===== config.mk =====
export PLATFORM = sky130hd
export DESIGN_NAME = i2c_bus_arbiter_flat
export DESIGN_NICKNAME = d
export VERILOG_FILES = /design/src/rtl/i2c_arb_pkg.sv /design/src/rtl/i2c_bus_arbiter_if.sv /design/src/rtl/rr_pick.sv /design/src/rtl/i2c_bus_arbiter.sv /design/src/flat_wrapper.sv
export SDC_FILE = /design/constraint.sdc
export NUM_CORES = 1
export LEC_CHECK = 0
export ABC_CLOCK_PERIOD_IN_PS = 2800
export CAP_MARGIN = 15
export CELL_PAD_IN_SITES_DETAIL_PLACEMENT = 1
export CELL_PAD_IN_SITES_GLOBAL_PLACEMENT = 1
export CORE_ASPECT_RATIO = 1.75
export CORE_MARGIN = 3
export CORE_UTILIZATION = 33
export DETAILED_ROUTE_END_ITERATION = 16
export GPL_TIMING_DRIVEN = 0
export PLACE_DENSITY_LB_ADDON = 0.15
export SETUP_SLACK_MARGIN = 0.1
export SLEW_MARGIN = 10
export SYNTH_ARGS = -nofsm -noshare
export SYNTH_HDL_FRONTEND = slang
export SYNTH_SLANG_ARGS = --single-unit

===== constraint.sdc =====
create_clock -name iCLK -period 2.8 [get_ports iCLK]
set_clock_uncertainty 0.05 [all_clocks]
set_input_delay 0.56 -clock iCLK [delete_from_list [all_inputs] [get_ports iCLK]]
set_output_delay 0.56 -clock iCLK [all_outputs]
set_load 0.005 [all_outputs]

===== src/rtl/i2c_arb_pkg.sv =====
// Shared types and constants for the I2C bus arbiter: FSM state encoding,
// the 24-bit {slave, sub-addr, data} command layout and retry timing.
package i2c_arb_pkg;

  localparam int I2C_CMD_W     = 24;
  localparam int RETRY_MAX     = 2;
  localparam int RETRY_GAP_CYC = 256;

  typedef enum logic [2:0] {
    IDLE,
    START,
    WAIT_LOW,
    WAIT_HIGH,
    DONE,
    RETRY_GAP
  } arb_state_t;

  typedef struct packed {
    logic [7:0] slave;
    logic [7:0] sub;
    logic [7:0] data;
  } i2c_cmd_t;

  // Index width for a requester vector; a single requester still needs one bit.
  function automatic int idx_width(input int n);
    return (n > 1) ? $clog2(n) : 1;
  endfunction

endpackage


===== src/rtl/i2c_bus_arbiter_if.sv =====
// Requester and controller-side signals of the I2C bus arbiter.
// master: the arbiter's view; slave: the requesters/controller view.
interface i2c_bus_arbiter_if #(
  parameter int NREQ = 3
);
  import i2c_arb_pkg::*;

  logic [NREQ-1:0]           req;
  logic [I2C_CMD_W*NREQ-1:0] req_data;
  logic [NREQ-1:0]           done;
  logic [NREQ-1:0]           err;
  logic                      busy;
  logic [I2C_CMD_W-1:0]      ctl_data;
  logic                      ctl_start;
  logic                      ctl_end;
  logic                      ctl_ack;

  modport master (
    input  req, req_data, ctl_end, ctl_ack,
    output done, err, busy, ctl_data, ctl_start
  );

  modport slave (
    output req, req_data, ctl_end, ctl_ack,
    input  done, err, busy, ctl_data, ctl_start
  );

endinterface


===== src/rtl/rr_pick.sv =====
// Combinational round-robin selector: returns the first asserted request
// strictly after the pointer (wrapping), as a one-hot grant and an index.
// Generic enough to be reused by other shared-resource arbiters.
module rr_pick #(
  parameter int NREQ  = 3,
  parameter int IDX_W = 2
) (
  input  logic [NREQ-1:0]  req,
  input  logic [IDX_W-1:0] ptr,
  output logic [NREQ-1:0]  gnt,
  output logic [IDX_W-1:0] idx,
  output logic             any
);

  // Scan from ptr+1 around to ptr itself, keep the first hit
  always_comb begin
    logic [IDX_W-1:0] pos;
    pos = '0;
    gnt = '0;
    idx = '0;
    any = 1'b0;
    for (int k = 1; k <= NREQ; k++) begin
      pos = IDX_W'((int'(ptr) + k) % NREQ);
      if (!any && req[pos]) begin
        any      = 1'b1;
        gnt[pos] = 1'b1;
        idx      = pos;
      end
    end
  end

endmodule


===== src/rtl/i2c_bus_arbiter.sv =====
// Shares one I2C master controller between NREQ requesters with a
// round-robin grant per transaction, a START/END/ACK handshake sequencer and
// a saturating watchdog that turns a hung bus into an error completion.
// Optional: define I2C_BUS_ARB_RETRY_EN to reissue a NACKed command up to
// RETRY_MAX more times, separated by RETRY_GAP_CYC idle cycles.
// TIMEOUT_CYC must be representable in CNT_W bits.
module i2c_bus_arbiter
  import i2c_arb_pkg::*;
#(
  parameter int NREQ        = 3,
  parameter int TIMEOUT_CYC = 32768,
  parameter int CNT_W       = 16
) (
  input logic                iCLK,
  input logic                iRST_N,
  i2c_bus_arbiter_if.master  bus
);

  localparam int               IDX_W   = idx_width(NREQ);
  localparam logic [CNT_W-1:0] WD_LAST = CNT_W'(TIMEOUT_CYC - 1);

  arb_state_t       state;
  logic [IDX_W-1:0] gnt_idx;
  logic [IDX_W-1:0] rr;
  logic [NREQ-1:0]  gnt_oh;
  logic [NREQ-1:0]  done_q;
  logic [NREQ-1:0]  err_q;
  logic             busy_q;
  logic             start_q;
  i2c_cmd_t         cmd_q;
  logic [CNT_W-1:0] wdog;

  logic [NREQ-1:0]  pick_oh;
  logic [IDX_W-1:0] pick_idx;
  logic             pick_any;
  i2c_cmd_t         pick_cmd;
  logic             active;
  logic             wd_hit;

`ifdef I2C_BUS_ARB_RETRY_EN
  logic [7:0]       gap_cnt;
  logic [1:0]       attempt;
`endif

  rr_pick #(
    .NREQ  (NREQ),
    .IDX_W (IDX_W)
  ) u_rr_pick (
    .req (bus.req),
    .ptr (rr),
    .gnt (pick_oh),
    .idx (pick_idx),
    .any (pick_any)
  );

  // Select the command word belonging to the requester rr_pick chose
  always_comb begin
    pick_cmd = '0;
    for (int i = 0; i < NREQ; i++) begin
      if (pick_oh[i]) pick_cmd = bus.req_data[i*I2C_CMD_W +: I2C_CMD_W];
    end
  end

  assign active = (state == START) || (state == WAIT_LOW) || (state == WAIT_HIGH);
  assign wd_hit = active && (wdog >= WD_LAST);

  // Transaction sequencer: grant, START/END handshake, watchdog, completion status
  always_ff @(posedge iCLK or negedge iRST_N) begin
    if (!iRST_N) begin
      state   <= IDLE;
      gnt_idx <= '0;
      rr      <= IDX_W'(NREQ - 1);
      gnt_oh  <= '0;
      done_q  <= '0;
      err_q   <= '0;
      busy_q  <= 1'b0;
      start_q <= 1'b0;
      cmd_q   <= '0;
      wdog    <= '0;
`ifdef I2C_BUS_ARB_RETRY_EN
      gap_cnt <= '0;
      attempt <= '0;
`endif
    end else begin
      done_q <= '0;
      err_q  <= '0;
      if (wd_hit) begin
        // Hung bus: abandon the transfer and report an error to the owner
        start_q <= 1'b0;
        done_q  <= gnt_oh;
        err_q   <= gnt_oh;
        state   <= DONE;
      end else begin
        if (active) wdog <= wdog + CNT_W'(1);
        case (state)
          IDLE: begin
            if (pick_any) begin
              gnt_idx <= pick_idx;
              gnt_oh  <= pick_oh;
              cmd_q   <= pick_cmd;
              busy_q  <= 1'b1;
              start_q <= 1'b1;
              wdog    <= '0;
`ifdef I2C_BUS_ARB_RETRY_EN
              attempt <= '0;
`endif
              state   <= START;
            end
          end
          START: begin
            if (!bus.ctl_end) state <= WAIT_LOW;
          end
          WAIT_LOW: begin
            start_q <= 1'b0;
            state   <= WAIT_HIGH;
          end
          WAIT_HIGH: begin
            if (bus.ctl_end) begin
`ifdef I2C_BUS_ARB_RETRY_EN
              if (bus.ctl_ack && (attempt < 2'(RETRY_MAX))) begin
                attempt <= attempt + 2'd1;
                gap_cnt <= '0;
                state   <= RETRY_GAP;
              end else
`endif
              begin
                done_q <= gnt_oh;
                err_q  <= bus.ctl_ack ? gnt_oh : '0;
                state  <= DONE;
              end
            end
          end
          DONE: begin
            rr     <= gnt_idx;
            busy_q <= 1'b0;
            state  <= IDLE;
          end
`ifdef I2C_BUS_ARB_RETRY_EN
          RETRY_GAP: begin
            if (gap_cnt == 8'(RETRY_GAP_CYC - 1)) begin
              start_q <= 1'b1;
              wdog    <= '0;
              state   <= START;
            end else begin
              gap_cnt <= gap_cnt + 8'd1;
            end
          end
`endif
          default: state <= IDLE;
        endcase
      end
    end
  end

  assign bus.done      = done_q;
  assign bus.err       = err_q;
  assign bus.busy      = busy_q;
  assign bus.ctl_start = start_q;
  assign bus.ctl_data  = cmd_q;

endmodule


===== src/flat_wrapper.sv =====
// flat-port wrapper written by rule: the top's interface ports become plain ports
module i2c_bus_arbiter_flat import i2c_arb_pkg::*;
#(
  parameter int NREQ        = 3,
  parameter int TIMEOUT_CYC = 32768,
  parameter int CNT_W       = 16
)
  (iCLK, iRST_N, bus_req, bus_req_data, bus_ctl_end, bus_ctl_ack, bus_done, bus_err, bus_busy, bus_ctl_data, bus_ctl_start);
  i2c_bus_arbiter_if #(.NREQ(NREQ)) bus_i ();
  input logic iCLK;
  input logic iRST_N;
  input wire logic [$bits(bus_i.req)-1:0] bus_req;
  input wire logic [$bits(bus_i.req_data)-1:0] bus_req_data;
  input wire logic [$bits(bus_i.ctl_end)-1:0] bus_ctl_end;
  input wire logic [$bits(bus_i.ctl_ack)-1:0] bus_ctl_ack;
  output wire logic [$bits(bus_i.done)-1:0] bus_done;
  output wire logic [$bits(bus_i.err)-1:0] bus_err;
  output wire logic [$bits(bus_i.busy)-1:0] bus_busy;
  output wire logic [$bits(bus_i.ctl_data)-1:0] bus_ctl_data;
  output wire logic [$bits(bus_i.ctl_start)-1:0] bus_ctl_start;
  assign bus_i.req = bus_req;
  assign bus_i.req_data = bus_req_data;
  assign bus_i.ctl_end = bus_ctl_end;
  assign bus_i.ctl_ack = bus_ctl_ack;
  assign bus_done = bus_i.done;
  assign bus_err = bus_i.err;
  assign bus_busy = bus_i.busy;
  assign bus_ctl_data = bus_i.ctl_data;
  assign bus_ctl_start = bus_i.ctl_start;
  i2c_bus_arbiter #(.NREQ(NREQ), .TIMEOUT_CYC(TIMEOUT_CYC), .CNT_W(CNT_W)) u_core (.iCLK(iCLK), .iRST_N(iRST_N), .bus(bus_i));
endmodule

==> metrics.yaml, run 1 <==
drt:
  wl_met2_mm: 6.09
  drt-met1-wl_mm: 3.70
  route.antenna.remaining_nets: 0
  routed-wl-met3_um: 747
  initialDrtViolationCount: 90
  maxUsedRoutingLayer: "met4"
  detailedRoute.firstPassIterationCount: 4
  post_drt_wl_per_cell_um: 18.0
  drt_drc_violations_left: 0
  vias_per_cell: 5.27
  detailroute.via_count: 3167
  detail_route.wirelength_mm: 10.8
outcome:
  outcome: "finished, final reports clean"
clock_tree:
  tritoncts: "done"
  numCtsBuffers: 9
  cts.clk_slew.worst_paths_ps: 50
  post_cts_hold_buffer_count: 0
  clock_tree.root_cell: "sky130_fd_sc_hd__clkbuf_16"
  clk_latency_ps: 340
  htree_num_levels: 3
  cts_num_sinks: 58
  cts.path.max_buffers: 2
place:
  dp_cells: 580
  port-buffer-count: 110
  gp_congestion: 0.831
  placed_area_um2: 4440
  dp.final_hpwl_mm: 7.94
die:
  die-width_um: 80.4
  die_height_um: 136
  initial_utilization_pct: 34.5
  die_area_um2: 10900
  floorplan.core_area_um2: 9270
  floorplan.io_pins: 111
  floorplan.rows: 46
grt:
  initial_antenna_violation_count: 0
  pin_count_of_the_biggest_net_entering_global_routing: 59
  global_route.overflow_total: 0
  number_of_global_route_vias_before_repair: 3474
  first_pass_grt_wire_length_mm: 17.2
  groute.usage.overall_pct: 20.8
synthesis:
  synth_edf_count: 0
  synth_commonest_cells: "sky130_fd_sc_hd__dfrtp_1 (57), sky130_fd_sc_hd__nand2_1 (47), sky130_fd_sc_hd__and2_1 (34), sky130_fd_sc_hd__o21ai_1 (34), sky130_fd_sc_hd__o21ai_0 (26)"
  top_flip_flop_cell_by_instance_count_after_synthesis: "sky130_fd_sc_hd__dfrtp_1"
  ys_seq_area_share_pct: 45.5
  post_synth_num_cell_types: 48
  synth.ff_latch_count: 58
  synth_top_area_share_pct: 44.7
  syn_std_cell_area_um2: 3190
  synth_largest_area_cell: "sky130_fd_sc_hd__dfrtp_1"
  netlist_instances: 350
  yosysWarningCount: 0
  synthesis.nets: 434
  yosys-top-cells-area: "sky130_fd_sc_hd__dfrtp_1 (45%), sky130_fd_sc_hd__and2_1 (6.7%), sky130_fd_sc_hd__a311oi_1 (6.6%)"
  yosysMostFrequentCell: "sky130_fd_sc_hd__dfrtp_1"
  asyncSetResetFlopFracSynth_pct: 100
  syn_avg_cell_area_um2: 9.12
cells_and_area:
  layout.nets: 560
  fin_cells: 601
  multi_input_area_um2: 1800
  final_layout_size_suffix_gt1_share_pct: 17.3
  area_growth_pct: 58.3
  antenna_cells: 0
  filler_cell_count: 1055
  finalCoreUtilization_pct: 54.6
  register_area_um2: 1450
  layout.cell_area.non_filler_um2: 5060
pwr:
  power.density_nw_per_um2: 1240
  power.leakage_nw: 2.09
  power_after_layout_mw: 6.25
  vdd_drop_max_v: 0.000653
timing:
  report.final.slew_viol_count: 0
  worstMarginPinSlew_ps: 758
  timing.final.hold_violations: 0
  finalSetupViolations: 0
  slew-limit-headroom_pct: 49.5
  maxClockFrequency_ghz: 0.376
  min_period_ps: 2660
  final.setup.tns_ps: 0
  grt_setup_unrepaired: "false"
  fin_crit_sh_pct: 95.0
setup_path:
  critPathSlowestCell: "sky130_fd_sc_hd__dfstp_2"
  required_ps: 2960
  worst_path_dominant_cell_family: "compound AO/OA/AOI/OAI gates"
  r2r-start: "u_core.rr[1]"
  timing.critical_path.slowest_cell_delay_ps: 550
  worstPathBufferInverterCount: 2
  worstPathArrival_ps: 2820
  setup.worst_path.start_class: "register"
  worstPathMaxFanout: 10
  path_class: "reg -> reg"
  worst_setup_path_start: "u_core.rr[1]"
  cp_cell_sequence: "ha_2 > buf_2 > nor2b_1 > a2bb2oi_1 > o32ai_2 > a311o_2 > buf_6 > a311oi_1 > o21ai_1"
  critical_path.endpoint_type: "register"
run:
  max_cap_violations: 0
worst_hold_path:
  min-delay-path-class: "in -> async"
worst paths after layout:
kind	slack (ps)	cells after the start	to
setup reg to reg	140	9	u_core.bus.ctl_data[12]
min in group iCLK	440	2	u_core.bus.ctl_data[7]
setup / recovery	140	9	u_core.bus.ctl_data[12]
hold reg to reg	440	2	u_core.bus.ctl_data[7]
max in group asynchronous	1950	1	u_core.bus.ctl_data[2]
hold / removal	240	1	u_core.bus.busy
power by group:
part           total, mW  internal [mW]  switching, mW
Clock               1.30          0.913          0.390
Sequential          1.30           1.12          0.181
Combinational       3.64           1.68           1.96
Total               6.25           3.72           2.53
what timing repair did:
action                                  in CTS  in global routing
endpoints found under the setup margin      37                 43
endpoints found under the hold margin        0                  0
buffers inserted                             0                  5
resized for setup                            9                 54
pin swaps                                    0                  3
cell usage in the layout, fill, tap and decap left out, types with 4 or more instances in the layout:
| cell type | netlist | routed |
|---|---|---|
| sky130_fd_sc_hd__o21ai_0 | 26 | 26 |
| sky130_fd_sc_hd__a21oi_1 | 4 | 4 |
| sky130_fd_sc_hd__and2_1 | 34 | 34 |
| sky130_fd_sc_hd__buf_2 | 10 | 7 |
| sky130_fd_sc_hd__and3_1 | 4 | 4 |
| sky130_fd_sc_hd__clkbuf_2 | 0 | 5 |
| sky130_fd_sc_hd__dfrtp_1 | 57 | 57 |
| sky130_fd_sc_hd__nor2_1 | 22 | 22 |
| sky130_fd_sc_hd__nand4_1 | 4 | 4 |
| sky130_fd_sc_hd__clkdlybuf4s50_1 | 0 | 109 |
| sky130_fd_sc_hd__inv_1 | 5 | 5 |
| sky130_fd_sc_hd__nand3_1 | 5 | 5 |
| sky130_fd_sc_hd__a311oi_2 | 1 | 14 |
| sky130_fd_sc_hd__nand2_1 | 47 | 47 |
| sky130_fd_sc_hd__buf_4 | 1 | 10 |
| sky130_fd_sc_hd__xor2_1 | 11 | 11 |
| sky130_fd_sc_hd__o21ai_1 | 34 | 32 |
| sky130_fd_sc_hd__a311oi_1 | 24 | 10 |
| sky130_fd_sc_hd__clkbuf_16 | 0 | 9 |
cells by family after synthesis:
family,count (synthesis),share of synthesized area (%)
flip-flops,58,45.5
XOR/XNOR,13,3.57
adder cells (fa/ha/maj),5,1.96
buffers and inverters,28,4.27
AND/OR/NAND/NOR,137,21.9
AO/OA/AOI/OAI,102,20.5
multiplexers,7,2.35
layout make-up:
class | instances | share of cell area, %
Tap cell | 120 | 2.97
Buffer | 23 | 2.97
Multi-Input combinational cell | 264 | 35.5
Clock inverter | 5 | 1.98
Inverter | 5 | 0.371
Sequential cell | 58 | 28.7
Timing Repair Buffer | 115 | 22.5
Clock buffer | 11 | 5.00
per-stage QoR:
| stage | setup slack [ps] | hold WS (ps) |
|---|---|---|
| floorplan | 407 | 214 |
| global placement | -872 | 416 |
| CTS | 98.1 | 279 |
| detailed placement | -449 | 430 |
| global route | 36.7 | 309 |
| finish | 140 | 241 |
sequential cells by signal, indices dropped and copies added (netlist names):
register / cells
u_core.state: 3
u_core.gnt_oh: 3
u_core.bus.err: 3
u_core.bus.busy: 1
u_core.rr: 2
u_core.bus.ctl_start: 1
u_core.bus.ctl_data: 24
u_core.gnt_idx: 2
u_core.bus.done: 3
u_core.wdog: 16
per-layer routing:
layer  vias to the layer above  track usage (%)
met2                       107             39.7
met1                      1538             19.7
met3                        19             6.96
met4                         0             8.46
met5                         -                0
li1                       1503                -
Power figures use the tool's default switching activity.
==> inputs of run 2 (changes only) <==
--- a/config.mk
+++ b/config.mk
@@ -14,8 +14,7 @@
 export CORE_UTILIZATION = 33
 export DETAILED_ROUTE_END_ITERATION = 16
 export GPL_TIMING_DRIVEN = 0
-export PLACE_DENSITY_LB_ADDON = 0.15
-export SETUP_SLACK_MARGIN = 0.1
+export PLACE_DENSITY_LB_ADDON = 0.08
 export SLEW_MARGIN = 10
 export SYNTH_ARGS = -nofsm -noshare
 export SYNTH_HDL_FRONTEND = slang
==> run 2 against run 1 <==
  * Maximum frequency rose by 0.26%
  * Clock-buffer cell count grew 1
  * Die area did not move
  * Global-route usage decreased by 0.62 points
  * Setup slack improved by 6.9 ps
  * Non-clock buffer count decreased by 2
  * Utilization fell by 1.9 points
  * Combinational power is 8.2% lower
  * Cell count down 0.50%
  * Highest routed layer unchanged
==> metrics.yaml, run 2 (synthesis gave the netlist of run 1 again) <==
drt:
  detailedRoute.firstPassIterationCount: 4
  vias_per_cell: 5.14
  detail_route.wirelength_mm: 10.5
  detailroute.via_count: 3073
  post_drt_wl_per_cell_um: 17.6
  drt_drc_violations_left: 0
  initialDrtViolationCount: 48
  route.antenna.remaining_nets: 0
clock_tree:
  cts.clk_slew.worst_paths_ps: 50
  numCtsBuffers: 9
  cts.path.max_buffers: 2
  htree_num_levels: 3
  post_cts_hold_buffer_count: 0
  clk_latency_ps: 320
  clock_tree.root_cell: "sky130_fd_sc_hd__clkbuf_16"
  tritoncts: "done"
  cts_num_sinks: 58
die:
  floorplan.io_pins: 111
  initial_utilization_pct: 34.5
  die_height_um: 136
  floorplan.rows: 46
  floorplan.core_area_um2: 9270
  die-width_um: 80.4
  die_area_um2: 10900
pwr:
  power.leakage_nw: 2.02
  netSwitchingPower_mw: 2.36
  power_report.internal_total_mw: 3.35
  power_frac_clock_pct: 18.7
  power.density_nw_per_um2: 1170
  sequentialPowerShare_pct: 22.8
  switching_share_pct: 41.3
  power_after_layout_mw: 5.72
  share_of_power_burned_in_combinational_logic_pct: 58.5
  vdd_drop_max_v: 0.000647
place:
  dp.final_hpwl_mm: 8.01
  gp_congestion: 0.797
  port-buffer-count: 110
  dp_worst_setup_slack_ps: -439
cells_and_area:
  final_layout_size_suffix_gt1_share_pct: 13.2
  layout_common_cells: "sky130_fd_sc_hd__clkdlybuf4s50_1 (109), sky130_fd_sc_hd__dfrtp_1 (57), sky130_fd_sc_hd__nand2_1 (47), sky130_fd_sc_hd__and2_1 (34), sky130_fd_sc_hd__o21ai_1 (32)"
  area_growth_pct: 52.9
  layout_commonest_cell: "sky130_fd_sc_hd__clkdlybuf4s50_1"
  layout.nets: 558
  largest_reg_flops: 24
  antenna_cells: 0
  finalCoreUtilization_pct: 52.7
timing:
  finalSetupViolations: 0
  min_period_ps: 2650
  fin_crit_sh_pct: 94.8
  worstMarginPinSlew_ps: 776
  slew-limit-headroom_pct: 48.3
  report.final.slew_viol_count: 0
  setup_ws_final_ps: 147
  maxClockFrequency_ghz: 0.377
  worst_hold_slack_ps: 266
  timing.final.hold_violations: 0
grt:
  global_route.overflow_total: 0
  groute.usage.overall_pct: 20.2
  pin_count_of_the_biggest_net_entering_global_routing: 59
  initial_antenna_violation_count: 0
  number_of_global_route_vias_before_repair: 3401
  first_pass_grt_wire_length_mm: 16.9
setup_path:
  path_class: "reg -> reg"
  required_ps: 2950
  worstPathMaxFanout: 10
  setup.worst_path.start_class: "register"
  critical_path.endpoint_type: "register"
  worstPathArrival_ps: 2800
worst_hold_path:
  min-delay-path-class: "in -> async"
run:
  max_cap_violations: 0
outcome:
  outcome: "finished, final reports clean"
run 2: cell count changes in the layout (fill, tap and decap cells not counted), sizes merged:
cell and change:
bufinv -2, buf -3, clkbuf +2
run 2: power groups by stage:
stage | clock network (mW) | logic [mW] | registers (mW)
after floorplan | 0 | 1.91 | 1.29
after global placement | 0 | 2.96 | 1.30
after detailed placement | 0 | 3.04 | 1.31
after CTS | 1.09 | 3.09 | 1.31
after global routing | 1.14 | 3.73 | 1.34
final | 1.07 | 3.34 | 1.31
run 2: area by class of cell:
type	count	area, um2
flip-flops and latches	58	1450
clock buffers	12	246
plain buffers	23	138
multi-input cells	264	1720
inverters	5	18.8
well taps	120	150
clock inverters	3	40.0
fillers	1069	4380
repair buffers	113	1120
run 2: worst max-delay path, stage by stage (launching register included):
cell and delay, ps:
sky130_fd_sc_hd__dfrtp_1 420, sky130_fd_sc_hd__inv_1 90, sky130_fd_sc_hd__ha_1 370, sky130_fd_sc_hd__buf_6 170
sky130_fd_sc_hd__nand3b_2 120, sky130_fd_sc_hd__o21a_2 180, sky130_fd_sc_hd__and2_4 160, sky130_fd_sc_hd__a311o_2 420
sky130_fd_sc_hd__buf_6 170, sky130_fd_sc_hd__a311oi_1 250, sky130_fd_sc_hd__o21ai_1 110
run 2: final timing paths:
check                                       start                       to  slack [ps]  cells past startpoint
worst max-delay path                 u_core.rr[0]  u_core.bus.ctl_data[16]         150                     10
worst min-delay path                       iRST_N          u_core.state[1]         270                      1
worst max register to register       u_core.rr[0]  u_core.bus.ctl_data[16]         150                     10
worst min register to register  u_core.gnt_idx[1]        u_core.gnt_idx[1]         430                      2
max in group asynchronous                  iRST_N          u_core.wdog[10]        1920                      1
min in group iCLK               u_core.gnt_idx[1]        u_core.gnt_idx[1]         430                      2
run 2: metal layers:
metal  vias to the layer above  part of all wire, %  GRT usage, %  wire length [um]
li1                       1495                    -             -                 -
met1                      1469                   35          19.5              3690
met2                        92                   56          38.4              5840
met3                        17                  6.8          6.90               715
met4                         0                  2.4          7.24               253
met5                         -                    0             0                 0
run 2: metrics by stage:
stage	instance area [um2]	instances	TNS, ps
floorplan	3190	350	0
global placement	4440	580	-57490
detailed placement	4440	580	-11390
CTS	4750	595	0
global route	4880	598	-198
finish	4880	598	0
run 2: timing repair:
action                                  CTS  global route
gates resized for setup                   4            34
pin swaps                                 0             2
cloned                                    0             0
endpoints found under the setup margin   34            37
hold endpoints to repair                  0             0
buffers inserted                          0             3
==> inputs of run 3 (changes only) <==
--- a/config.mk
+++ b/config.mk
@@ -5,15 +5,16 @@
 export SDC_FILE = /design/constraint.sdc
 export NUM_CORES = 1
 export LEC_CHECK = 0
-export ABC_CLOCK_PERIOD_IN_PS = 2800
+export ABC_CLOCK_PERIOD_IN_PS = 2200
 export CAP_MARGIN = 15
 export CELL_PAD_IN_SITES_DETAIL_PLACEMENT = 1
 export CELL_PAD_IN_SITES_GLOBAL_PLACEMENT = 1
 export CORE_ASPECT_RATIO = 1.75
 export CORE_MARGIN = 3
-export CORE_UTILIZATION = 33
+export CORE_UTILIZATION = 30
 export DETAILED_ROUTE_END_ITERATION = 16
 export GPL_TIMING_DRIVEN = 0
+export HOLD_SLACK_MARGIN = 0.12
 export PLACE_DENSITY_LB_ADDON = 0.08
 export SLEW_MARGIN = 10
 export SYNTH_ARGS = -nofsm -noshare
==> constraint.sdc (replaced) <==
create_clock -name iCLK -period 2.2 [get_ports iCLK]
set_clock_uncertainty 0.05 [all_clocks]
set_input_delay 0.44 -clock iCLK [delete_from_list [all_inputs] [get_ports iCLK]]
set_output_delay 0.44 -clock iCLK [all_outputs]
set_load 0.005 [all_outputs]
==> run 3 against run 2 <==
  * The run now ends with negative setup slack left
  * First-iteration DRC count grew 110%
  * Cell count grew 4.5%
  * Maximum frequency grew 4.7%
  * Setup slack lost 480 ps
  * Critical endpoint is now u_core.bus.ctl_data[3]
==> metrics.yaml, run 3 (synthesis gave the netlist of run 1 again) <==
place:
  dp.final_hpwl_mm: 8.39
  gp_congestion: 0.828
  dp_cells: 587
  dp_worst_setup_slack_ps: -920
  port-buffer-count: 110
setup_path:
  path_class: "reg -> reg"
  worstPathMaxFanout: 10
  worst-r2r-setup-slack_ps: -330
  setup.worst_path.start_class: "register"
  critical_path.endpoint_type: "register"
  r2r-start: "u_core.rr[1]"
  timing.critical_path.slowest_cell_delay_ps: 600
  critPathSlowestCell: "sky130_fd_sc_hd__dfstp_2"
  r2r_cells: 9
  worstPathArrival_ps: 2690
  cp_cell_sequence: "inv_4 > ha_4 > mux2i_4 > o21a_4 > and2_4 > a311o_2 > buf_8 > a311oi_2 > o21ai_1"
  regToRegEndpoint: "u_core.bus.ctl_data[3]"
  required_ps: 2360
clock_tree:
  tritoncts: "done"
  cts.path.max_buffers: 2
  numCtsBuffers: 9
  post_cts_hold_buffer_count: 0
  cts_num_sinks: 58
  htree_num_levels: 3
  clk_latency_ps: 330
  clock_tree.root_cell: "sky130_fd_sc_hd__clkbuf_16"
  cts.clk_slew.worst_paths_ps: 50
timing:
  maxClockFrequency_ghz: 0.395
  grt_setup_unrepaired: "true"
  fin_crit_sh_pct: 115
  slew-limit-headroom_pct: 48.2
  timing.final.hold_violations: 0
  worstMarginPinSlew_ps: 777
  final.setup.tns_ps: -8310
  min_period_ps: 2530
  setup_ws_final_ps: -335
  report.final.slew_viol_count: 0
  finalSetupViolations: 33
cells_and_area:
  final_layout_size_suffix_gt1_share_pct: 27.2
  fin_cells: 625
  layout_common_cells: "sky130_fd_sc_hd__clkdlybuf4s50_1 (109), sky130_fd_sc_hd__dfrtp_1 (56), sky130_fd_sc_hd__nand2_1 (39), sky130_fd_sc_hd__and2_1 (33), sky130_fd_sc_hd__o21ai_1 (29)"
  layout_commonest_cell: "sky130_fd_sc_hd__clkdlybuf4s50_1"
  layout.nets: 576
  finalCoreUtilization_pct: 53.4
  area_growth_pct: 73.1
  largest_reg_flops: 24
die:
  die-width_um: 84.0
  floorplan.core_area_um2: 10400
  initial_utilization_pct: 30.8
  die_area_um2: 12000
  floorplan.rows: 49
  floorplan.io_pins: 111
  die_height_um: 142
grt:
  pin_count_of_the_biggest_net_entering_global_routing: 59
  met2_layer_usage_reported_by_global_route_pct: 40.0
  gr-usage-met3_pct: 5.10
  grt_met1_use_pct: 20.2
  global_route.overflow_total: 0
  initial_antenna_violation_count: 0
  globalRoute.busiestLayer: "met2"
  number_of_global_route_vias_before_repair: 3726
  first_pass_grt_wire_length_mm: 19.2
  groute.usage.overall_pct: 20.6
drt:
  post_drt_wl_per_cell_um: 19.3
  detail_route.wirelength_mm: 12.1
  drt_drc_violations_left: 0
  initialDrtViolationCount: 103
  detailroute.via_count: 3250
  route.antenna.remaining_nets: 0
  detailedRoute.firstPassIterationCount: 4
  vias_per_cell: 5.20
pwr:
  netSwitchingPower_mw: 3.83
  share_of_power_burned_in_combinational_logic_pct: 67.4
  power_report.internal_total_mw: 5.29
  power_after_layout_mw: 9.12
  power.leakage_nw: 2.26
  power_frac_clock_pct: 14.1
  sequentialPowerShare_pct: 18.5
  power.density_nw_per_um2: 1650
  vdd_drop_max_v: 0.00129
  switching_share_pct: 42.0
run:
  max_cap_violations: 0
worst_hold_path:
  min-delay-path-class: "in -> async"
outcome:
  outcome: "complete, but fails checks"
  violations: "negative setup slack"
-- run 3: changes by cell type in the layout (fill, tap and decap cells not counted), moves of 4 or more --
cell                       delta
sky130_fd_sc_hd__a311oi_2    +17
sky130_fd_sc_hd__nand2_2      +4
sky130_fd_sc_hd__buf_6        +5
sky130_fd_sc_hd__buf_2        -7
sky130_fd_sc_hd__buf_4       +17
sky130_fd_sc_hd__buf_8        +4
sky130_fd_sc_hd__a311oi_1    -17
sky130_fd_sc_hd__nand2_4      +4
sky130_fd_sc_hd__nand2_1      -8
-- run 3: per-layer routing --
layer	wire [um]	up-vias	share of wire, %
met5	0	-	0
met4	486	0	4.0
met3	611	31	5.1
met2	6870	103	57
met1	4110	1581	34
li1	-	1535	-
-- run 3: final cells by class --
type / instances / area (um2)
clock buffers: 11 / 243
clock inverters: 5 / 30.0
repair buffers: 132 / 1310
flip-flops and latches: 58 / 1450
plain buffers: 22 / 260
well taps: 127 / 159
inverters: 5 / 21.3
multi-input cells: 264 / 2050
diodes: 1 / 2.50
fillers: 1147 / 4830
-- run 3: power by group through the flow --
stage               sequential (mW)  clock (mW)  combinational, mW
floorplan                      1.65           0               3.00
global placement               1.66           0               4.48
detailed placement             1.68           0               4.59
CTS                            1.69        1.32               5.90
global route                   1.74        1.37               6.66
finish                         1.69        1.28               6.15
-- run 3: worst max-delay path: cells and delay by family (launching register included) --
family / cells / cell delay, ps
compound gates: 4 / 960
flops: 1 / 600
buf+inv: 2 / 250
mux: 1 / 210
fa+ha+maj: 1 / 180
simple gates: 1 / 160
-- run 3: worst max path at each step --
| stage | start | end | slack [ps] | cells after the start |
|---|---|---|---|---|
| detailed placement | bus_req[0] | u_core.wdog[8] | -920 | 8 |
| finish | u_core.rr[1] | u_core.bus.ctl_data[3] | -330 | 9 |
| global route | u_core.rr[1] | u_core.bus.ctl_data[8] | -410 | 9 |
| floorplan | u_core.rr[1] | u_core.bus.ctl_data[22] | -80 | 9 |
| global placement | iRST_N | u_core.bus.ctl_data[14] | -1430 | 1 |
| CTS | u_core.rr[1] | u_core.bus.ctl_data[11] | -280 | 9 |
-- run 3: what timing repair did --
| action | 4_1_cts | 5_1_grt |
|---|---|---|
| setup endpoints to repair | 47 | 55 |
| gates resized for setup | 71 | 27 |
| buffers inserted | 16 | 6 |
| pin swaps | 14 | 9 |
| cloned | 2 | 0 |
-- run 3: metrics by stage --
stage	hold WS (ps)	cell area [um2]
global placement	419	4670
finish	133	5530
detailed placement	429	4660
global route	195	5530
CTS	170	5420
floorplan	94.4	3410
